$ cat config.mk
export PLATFORM = sky130hd
export DESIGN_NAME = bp_cfg_loader_flat
export DESIGN_NICKNAME = d
export VERILOG_FILES = /design/src/rtl/bp_cfg_link_pkg.sv /design/src/rtl/bp_cfg_loader_if.sv /design/src/rtl/bp_cfg_cord_counter.sv /design/src/rtl/bp_cfg_loader.sv /design/src/flat_wrapper.sv
export SDC_FILE = /design/constraint.sdc
export NUM_CORES = 1
export LEC_CHECK = 0
export BUFFER_PORTS_ARGS = -buffer_cell sky130_fd_sc_hd__buf_2
export CAP_MARGIN = 5
export CORE_UTILIZATION = 38
export DETAILED_ROUTE_END_ITERATION = 8
export GPL_TIMING_DRIVEN = 0
export PLACE_DENSITY = 0.78
export SLEW_MARGIN = 20
export SYNTH_ARGS = -nofsm -noshare
export SYNTH_HDL_FRONTEND = slang
export SYNTH_SLANG_ARGS = --single-unit
$ cat constraint.sdc
create_clock -name clk_i -period 1.3 [get_ports clk_i]
set_input_delay 0.195 -clock clk_i [delete_from_list [all_inputs] [get_ports clk_i]]
set_output_delay 0.195 -clock clk_i [all_outputs]
set_load 0.02 [all_outputs]
$ cat src/rtl/bp_cfg_link_pkg.sv
// Shared types for the boot-time config link: register map, loader states,
// and the packed mesh-coordinate word.
package bp_cfg_link_pkg;

    localparam int cfg_reg_width_gp = 16;

    typedef enum logic [cfg_reg_width_gp-1:0] {
        e_cfg_freeze  = 16'h0002,
        e_cfg_core_id = 16'h0004,
        e_cfg_cord    = 16'h0008
    } bp_cfg_reg_e;

    typedef enum logic [2:0] {
        e_reset    = 3'd0,
        e_freeze   = 3'd1,
        e_core_id  = 3'd2,
        e_cord     = 3'd3,
        e_unfreeze = 3'd4,
        e_done     = 3'd5
    } bp_cfg_loader_state_e;

    typedef struct packed {
        logic [15:0] y;
        logic [15:0] x;
    } bp_cfg_cord_s;

    // Counter width that never collapses to zero bits for a dimension of 1.
    function automatic int safe_clog2(input int n);
        return (n <= 1) ? 1 : $clog2(n);
    endfunction

endpackage

$ cat src/rtl/bp_cfg_loader_if.sv
// Valid/ready config write link from the loader to the per-tile endpoints.
interface bp_cfg_loader_if #(
    parameter int core_width_p = 1,
    parameter int addr_width_p = 16,
    parameter int data_width_p = 32
);

    logic                    cfg_v_o;
    logic                    cfg_ready_i;
    logic [core_width_p-1:0] cfg_core_o;
    logic [addr_width_p-1:0] cfg_addr_o;
    logic [data_width_p-1:0] cfg_data_o;

    modport master (
        output cfg_v_o,
        output cfg_core_o,
        output cfg_addr_o,
        output cfg_data_o,
        input  cfg_ready_i
    );

    modport slave (
        input  cfg_v_o,
        input  cfg_core_o,
        input  cfg_addr_o,
        input  cfg_data_o,
        output cfg_ready_i
    );

endinterface

$ cat src/rtl/bp_cfg_cord_counter.sv
// Walks core index and its (x, y) mesh position in lockstep; x wraps at the
// mesh width and carries into y, so no divider is needed.
module bp_cfg_cord_counter
    import bp_cfg_link_pkg::*;
#(
    parameter  int num_core_p    = 1,
    parameter  int cc_x_dim_p    = 1,
    localparam int core_width_lp = safe_clog2(num_core_p),
    localparam int x_width_lp    = safe_clog2(cc_x_dim_p),
    localparam int y_width_lp    = safe_clog2(num_core_p / cc_x_dim_p)
) (
    input  logic                     clk_i,
    input  logic                     reset_i,
    input  logic                     clear_i,
    input  logic                     incr_i,
    output logic [core_width_lp-1:0] core_o,
    output logic [x_width_lp-1:0]    x_o,
    output logic [y_width_lp-1:0]    y_o,
    output logic                     last_o
);

    localparam logic [core_width_lp-1:0] last_core_lp =
        core_width_lp'(num_core_p - 1);
    localparam logic [x_width_lp-1:0] last_x_lp =
        x_width_lp'(cc_x_dim_p - 1);

    logic x_wrap;

    assign x_wrap = (x_o == last_x_lp);
    assign last_o = (core_o == last_core_lp);

    always_ff @(posedge clk_i or posedge reset_i) begin
        if (reset_i) begin
            core_o <= '0;
            x_o    <= '0;
            y_o    <= '0;
        end else if (clear_i) begin
            core_o <= '0;
            x_o    <= '0;
            y_o    <= '0;
        end else if (incr_i) begin
            core_o <= core_o + 1'b1;
            x_o    <= x_wrap ? '0 : x_o + 1'b1;
            y_o    <= x_wrap ? y_o + 1'b1 : y_o;
        end
    end

endmodule

$ cat src/rtl/bp_cfg_loader.sv
// Boot sequencer: freezes and identifies every core tile over the config
// link, then unfreezes them all and raises done.
module bp_cfg_loader
    import bp_cfg_link_pkg::*;
#(
    parameter  int num_core_p       = 1,
    parameter  int cc_x_dim_p       = 1,
    parameter  int cfg_addr_width_p = 16,
    parameter  int cfg_data_width_p = 32,
    localparam int core_width_lp    = safe_clog2(num_core_p),
    localparam int x_width_lp       = safe_clog2(cc_x_dim_p),
    localparam int y_width_lp       = safe_clog2(num_core_p / cc_x_dim_p)
) (
    input  logic             clk_i,
    input  logic             reset_i,
    bp_cfg_loader_if.master  cfg,
    output logic             done_o
);

    bp_cfg_loader_state_e     state_r;
    logic [core_width_lp-1:0] core_cnt;
    logic [x_width_lp-1:0]    x_cnt;
    logic [y_width_lp-1:0]    y_cnt;
    logic                     last_core;
    logic                     xfer;
    logic                     cnt_clear;
    logic                     cnt_incr;
    bp_cfg_cord_s             cord;

    assign xfer = cfg.cfg_v_o & cfg.cfg_ready_i;

    // Counters restart from core 0 for the unfreeze pass.
    assign cnt_clear = xfer & (state_r == e_cord) & last_core;
    assign cnt_incr  = xfer & ~last_core
                     & ((state_r == e_cord) | (state_r == e_unfreeze));

    bp_cfg_cord_counter #(
        .num_core_p (num_core_p),
        .cc_x_dim_p (cc_x_dim_p)
    ) cord_counter (
        .clk_i   (clk_i),
        .reset_i (reset_i),
        .clear_i (cnt_clear),
        .incr_i  (cnt_incr),
        .core_o  (core_cnt),
        .x_o     (x_cnt),
        .y_o     (y_cnt),
        .last_o  (last_core)
    );

    always_ff @(posedge clk_i or posedge reset_i) begin
        if (reset_i) begin
            state_r <= e_reset;
        end else begin
            unique case (state_r)
                e_reset:    state_r <= e_freeze;
                e_freeze:   if (xfer) state_r <= e_core_id;
                e_core_id:  if (xfer) state_r <= e_cord;
                e_cord:
                    if (xfer) state_r <= last_core ? e_unfreeze : e_freeze;
                e_unfreeze: if (xfer && last_core) state_r <= e_done;
                e_done:     state_r <= e_done;
                default:    state_r <= e_reset;
            endcase
        end
    end

    assign cord.x = 16'(x_cnt);
    assign cord.y = 16'(y_cnt);

    // Payload is a pure decode of registered state so it holds under stall.
    always_comb begin
        cfg.cfg_v_o    = 1'b0;
        cfg.cfg_core_o = '0;
        cfg.cfg_addr_o = '0;
        cfg.cfg_data_o = '0;
        unique case (state_r)
            e_freeze: begin
                cfg.cfg_v_o    = 1'b1;
                cfg.cfg_core_o = core_cnt;
                cfg.cfg_addr_o = cfg_addr_width_p'(e_cfg_freeze);
                cfg.cfg_data_o = cfg_data_width_p'(1'b1);
            end
            e_core_id: begin
                cfg.cfg_v_o    = 1'b1;
                cfg.cfg_core_o = core_cnt;
                cfg.cfg_addr_o = cfg_addr_width_p'(e_cfg_core_id);
                cfg.cfg_data_o = cfg_data_width_p'(core_cnt);
            end
            e_cord: begin
                cfg.cfg_v_o    = 1'b1;
                cfg.cfg_core_o = core_cnt;
                cfg.cfg_addr_o = cfg_addr_width_p'(e_cfg_cord);
                cfg.cfg_data_o = cfg_data_width_p'(cord);
            end
            e_unfreeze: begin
                cfg.cfg_v_o    = 1'b1;
                cfg.cfg_core_o = core_cnt;
                cfg.cfg_addr_o = cfg_addr_width_p'(e_cfg_freeze);
                cfg.cfg_data_o = '0;
            end
            default: begin
                cfg.cfg_v_o = 1'b0;
            end
        endcase
    end

    assign done_o = (state_r == e_done);

endmodule
$ cat src/flat_wrapper.sv
// flat-port wrapper written by rule: the top's interface ports become plain ports
module bp_cfg_loader_flat import bp_cfg_link_pkg::*;
#(
    parameter  int num_core_p       = 1,
    parameter  int cc_x_dim_p       = 1,
    parameter  int cfg_addr_width_p = 16,
    parameter  int cfg_data_width_p = 32,
    localparam int core_width_lp    = safe_clog2(num_core_p),
    localparam int x_width_lp       = safe_clog2(cc_x_dim_p),
    localparam int y_width_lp       = safe_clog2(num_core_p / cc_x_dim_p)
)
  (clk_i, reset_i, done_o, cfg_cfg_v_o, cfg_cfg_core_o, cfg_cfg_addr_o, cfg_cfg_data_o, cfg_cfg_ready_i);
  bp_cfg_loader_if cfg_i ();
  input  logic clk_i;
  input  logic reset_i;
  output logic done_o;
  output wire logic [$bits(cfg_i.cfg_v_o)-1:0] cfg_cfg_v_o;
  output wire logic [$bits(cfg_i.cfg_core_o)-1:0] cfg_cfg_core_o;
  output wire logic [$bits(cfg_i.cfg_addr_o)-1:0] cfg_cfg_addr_o;
  output wire logic [$bits(cfg_i.cfg_data_o)-1:0] cfg_cfg_data_o;
  input wire logic [$bits(cfg_i.cfg_ready_i)-1:0] cfg_cfg_ready_i;
  assign cfg_cfg_v_o = cfg_i.cfg_v_o;
  assign cfg_cfg_core_o = cfg_i.cfg_core_o;
  assign cfg_cfg_addr_o = cfg_i.cfg_addr_o;
  assign cfg_cfg_data_o = cfg_i.cfg_data_o;
  assign cfg_i.cfg_ready_i = cfg_cfg_ready_i;
  bp_cfg_loader #(.num_core_p(num_core_p), .cc_x_dim_p(cc_x_dim_p), .cfg_addr_width_p(cfg_addr_width_p), .cfg_data_width_p(cfg_data_width_p)) u_core (.clk_i(clk_i), .reset_i(reset_i), .cfg(cfg_i), .done_o(done_o));
endmodule
; After elaboration in Yosys (flattened, before gate mapping)
; Cells that the tools add are included.
[totals]
register_bits = 6
inputBits = 3
out_inout_bits = 51
wordCells = 49
[op_classes]
n_addsub = 3
eq_ne = 10
mux = 18
n_bitwise = 7
n_reduce_logical = 7
[ops]
columns = cell, count
row1 = $pmux 17 s3, 1
row2 = $pmux 3 s6, 1
row3 = $mux 3, 5
row4 = $pmux 4 s3, 1
row5 = $mux 1, 10
row6 = $ne 2x1->1 const B, 4
row7 = $eq 3x2->1 const B, 2
row8 = $eq 3x3->1 const B, 2
row9 = $and 1x1->1, 5
row10 = $reduce_and 4->1, 1
row11 = $reduce_or 4->1, 1
row12 = $add 1x1->1 const B, 3
row13 = $eq 3x1->1 const B, 1
row14 = $logic_not 3->1, 1
row15 = $ne 2x2->1 const B, 1
row16 = $reduce_and 2->1, 1
row17 = $reduce_bool 2->1, 1
row18 = $reduce_or 2->1, 1
row19 = $logic_and 1x1->1, 1
row20 = $not 1->1, 1
row21 = $or 1x1->1, 1

; Longest topological paths before layout
[depth]
ltp_word = 8
mapped_depth = 4
mapped_depth_nobuf = 3

; By module
; A second synthesis with hierarchy kept.
[hier_totals]
cells_unflattened = 87
hier_area_um2 = 699.4
[modules_own_cells]
columns = module, instances, cells_each, area_each_um2, seq_area_each_um2
row1 = bp_cfg_loader, 1, 77, 605.6, 75.1
row2 = bp_cfg_cord_counter, 1, 10, 93.8, 50.0

; Worst setup path before layout
; OpenSTA, ideal clock, no wires.
[synth_timing]
path_type = register to output
from = register u_core.state_r[1]
to = output cfg_cfg_core_o
arrival_time_ns = 1.243
t_required_ns = 1.105
setup_slack_ns = -0.138
stages_incl_launch_ff = 5
n_path_buf = 1
path_cell_list = dfrtp_1 buf_4 nor2_1 xnor2_1 and2_1
[synth_via]
elab_chain_len = 3
elab_cells_between_ends = 6
classes_between = 4 x eq/ne / 1 x mux / 1 x reduce/logical
[synth_lines]
columns = item, line
row1 = from (decl), bp_cfg_loader.sv:20  ; bp_cfg_loader_state_e state_r;
row2 = from (signal assigned), bp_cfg_loader.sv:53  ; state_r <= e_reset;
row3 = from (signal assigned), bp_cfg_loader.sv:56  ; e_reset: state_r <= e_freeze;
row4 = from (signal assigned), bp_cfg_loader.sv:57  ; e_freeze: if (xfer) state_r <= e_core_id;
row5 = "$eq 3x1->1, or another cell as far along", bp_cfg_loader.sv:77  ; unique case (state_r)
row6 = $reduce_or 4->1 (no line) *, n/a
row7 = $mux 1 *, bp_cfg_loader.sv:77
row8 = to (decl), flat_wrapper.sv:18  ; output wire logic [$bits(cfg_i.cfg_core_o)-1:0] cfg_cfg_core_o;
; Mark *: on every way between the ends. The rest lies on a longest branch, timed or not.

; Worst setup path in the final report
; Ends and elaborated chain as after synthesis.

==> results.py <==
metrics = {
    "routing": {
        "met2_length_microns": 704,
        "number_of_nets_with_antenna_violations_after_routing": 0,
        "drt_pre_antenna_iters": 4,
        "route.final.wire_length_microns": 1300,
        "top_signal_layer_used": "met4",
        "initialDrtViolationCount": 7,
        "route.detailed.vias_per_inst": 3.38,
        "drc": 0,
        "average_routed_wire_per_standard_cell_microns": 7.50,
        "routed_wire_length_on_met3_microns": 138,
        "routedLengthMet1_microns": 447,
        "dr_total_vias": 584,
    },
    "synth": {
        "synthesis.area_per_instance_sq_um": 8.22,
        "syn_area_sq_um": 682,
        "synth_top_cell_area_share": 0.484,
        "dominantRegCellSynth": "dfrtp_1",
        "warnings_synthesis": 0,
        "ys_seq_area_frac": 0.183,
        "ys_ff_latch": 5,
        "synth.top_cells.by_area": "buf_4 48%, dfrtp_1 18%, buf_6 3.3%",
        "async_reset_ff_frac": 1.00,
        "number_of_distinct_library_cells_after_synthesis": 24,
        "synthCells": 83,
        "synth-edff-count": 0,
        "synth_top_area_cell": "buf_4",
    },
    "timing": {
        "fin_worst_hold_slack_ns": 0.221,
        "report.final.hold_viol_count": 0,
        "grt_setup_unrepaired": "yes",
        "fmax_ghz": 0.672,
        "finalCritPeriodShare": 1.14,
        "clock-skew-final_ns": 0.00545,
        "final_critical_path_setup_slack_ns": -0.188,
        "report.final.slew_viol_count": 0,
        "totalNegativeSetupSlack_ns": -1.21,
        "setup_viol_count_final": 9,
        "period_needed_ns": 1.49,
    },
    "final_layout": {
        "antenna_cells_inserted": 0,
        "most_frequent_cells_in_the_layout": "53 x buf_4, 43 x conb_1, 9 x buf_6",
        "finish.net_count": 153,
        "finish.instance_area_sq_um": 1100,
        "layout.cells.most_common": "buf_4",
        "finalNonFillerCells": 173,
        "post_route_cells_drive_above_1_share": 0.537,
        "layout-area-overhead-vs-synth_pct": 62.0,
        "post_layout_utilization_of_the_core": 0.693,
    },
    "clock_tree": {
        "clock-root-buffer": "clkbuf_4",
        "cts_buffer_depth": 2,
        "cts_buffers": 3,
        "clk-insertion-delay-late_ns": 0.25,
        "cts.sinks": 5,
        "cts_max_level": 1,
        "cts_tree": "done",
        "cts.clk_slew.worst_paths_ns": 0.05,
    },
    "power_and_ir_drop": {
        "p_clk_frac": 0.311,
        "power_frac_seq": 0.287,
        "power.net_switching_mw": 0.214,
        "cellPowerDensity_nw_per_um2": 528,
        "power.internal_mw": 0.369,
        "p_leak_nw": 0.681,
        "fin_total_pwr_mw": 0.583,
        "sw_frac_of_total": 0.367,
        "comb_power_share": 0.402,
        "vdd_drop_max_uv": 269,
    },
    "placed_design": {
        "dpl.hpwl_microns": 932,
        "dpl.cell_count": 159,
        "post_place_instance_area_sq_um": 932,
        "gpl.final_weighted_congestion": 0.806,
        "pre_cts_slack_ns": -0.0107,
        "portBuffers": 10,
    },
    "global_routing": {
        "grt_util_all_layers": 0.124,
        "via_count_of_the_first_global_routing_pass": 466,
        "grt_pass1_wl_microns": 1800,
        "antenna_found_initial": 0,
        "grt_overflow": 0,
        "maximum_number_of_pins_on_one_net_before_global_route_repair": 9,
    },
    "run": {
        "max_cap_violations": 0,
    },
    "setup_path": {
        "critical_path.slowest_cell": "dfrtp_1",
        "crit_fanout": 8,
        "cp.buffers_inverters": 2,
        "critical_path.endpoint_type": "primary output",
        "critPathLaunchType": "flop",
        "path_common_cell": "buf_6",
        "path_class": "reg -> out",
        "critPathMaxStageDelay_ns": 0.38,
        "timing.critical_path.max_delay_family": "flip-flops",
        "crit_path_cell_trace": "buf_6 -> nor2_4 -> xnor2_2 -> and2_4 -> buf_6",
        "required_ns": 1.11,
        "critical_path_arrival_ns": 1.29,
    },
    "hold_path": {
        "hold_path.class": "in -> reg",
    },
    "floorplanning": {
        "start_util": 0.428,
        "design.core.area_sq_um": 1590,
        "io_pins": 54,
        "floorplan.die_area_sq_um": 1970,
        "die-width_microns": 44.4,
        "rows": 14,
        "die_h_microns": 44.4,
    },
    "outcome": {
        "failed_checks": "setup timing",
        "status": "finished, violations left",
    },
}
cells by family (layout without fill, tap and decap cells):
family | after synthesis | after routing | share of synthesized area
flops | 5 | 5 | 0.183
buf+inv | 49 | 73 | 0.534
mux | 1 | 1 | 0.0165
other cells | 1 | 43 | 0.00550
compound gates | 8 | 8 | 0.0789
simple gates | 16 | 16 | 0.143
xor+xnor | 3 | 3 | 0.0385
what timing repair did:
action / in CTS / in global routing
endpoints found under the hold margin: 5 / 0
gates resized for setup: 14 / 8
pin swaps: 2 / 0
endpoints found under the setup margin: 8 / 9
buffers inserted: 7 / 2
hold buffers: 1 / 0
power by group through the flow:
| stage | logic (mW) | clock network, mW | registers (mW) |
|---|---|---|---|
| 6_report | 0.235 | 0.181 | 0.167 |
| 5_1_grt | 0.250 | 0.200 | 0.168 |
| 4_1_cts | 0.227 | 0.190 | 0.167 |
| 3_5_place_dp | 0.225 | 0 | 0.169 |
| 3_3_place_gp | 0.224 | 0 | 0.169 |
| 2_1_floorplan | 0.218 | 0 | 0.167 |
worst paths after layout:
path                            slack, ns                                 from                                     end  cells past startpoint
worst max-delay path                -0.19        u_core.state_r[1]$_DFFE_PP0P_                          cfg_cfg_core_o                      5
worst min-delay path                 0.22                      cfg_cfg_ready_i  u_core.cord_counter.core_o$_DFFE_PP0P_                      2
worst min register to register       0.54  u_core.cord_counter.y_o$_DFFE_PP0P_     u_core.cord_counter.y_o$_DFFE_PP0P_                      1
min in group asynchronous            0.39                              reset_i           u_core.state_r[2]$_DFFE_PP0P_                      3
max in group asynchronous            0.73                              reset_i  u_core.cord_counter.core_o$_DFFE_PP0P_                      3
worst max register to register      -0.02        u_core.state_r[1]$_DFFE_PP0P_     u_core.cord_counter.y_o$_DFFE_PP0P_                      5
synth_stat cells, types with 2 or more instances:
master    instances
xnor2_1           2
o21ai_0           2
nor3b_1           2
nor2_1            5
dfrtp_1           5
inv_1             3
buf_6             2
a211oi_1          2
nand2_1           2
buf_4            44
per-layer routing:
metal  global-route usage  up-vias
met1                0.115      241
met2                0.238       32
met4               0.0727        0
li1                     -      309
met3               0.0327        2
met5                    0        -
layout make-up:
type / count / area (sq um)
Clock buffer: 3 / 22.5
Fill cell: 137 / 489
Timing Repair Buffer: 20 / 168
Sequential cell: 5 / 125
Inverter: 3 / 11.3
Multi-Input combinational cell: 71 / 387
Clock inverter: 1 / 5.00
Buffer: 46 / 357
Tap cell: 24 / 30.0
sequential cells by signal, indices dropped and copies added (netlist names):
name / cells
u_core.state_r: 3
u_core.cord_counter.y_o: 1
u_core.cord_counter.core_o: 1
Power figures use the tool's default switching activity.
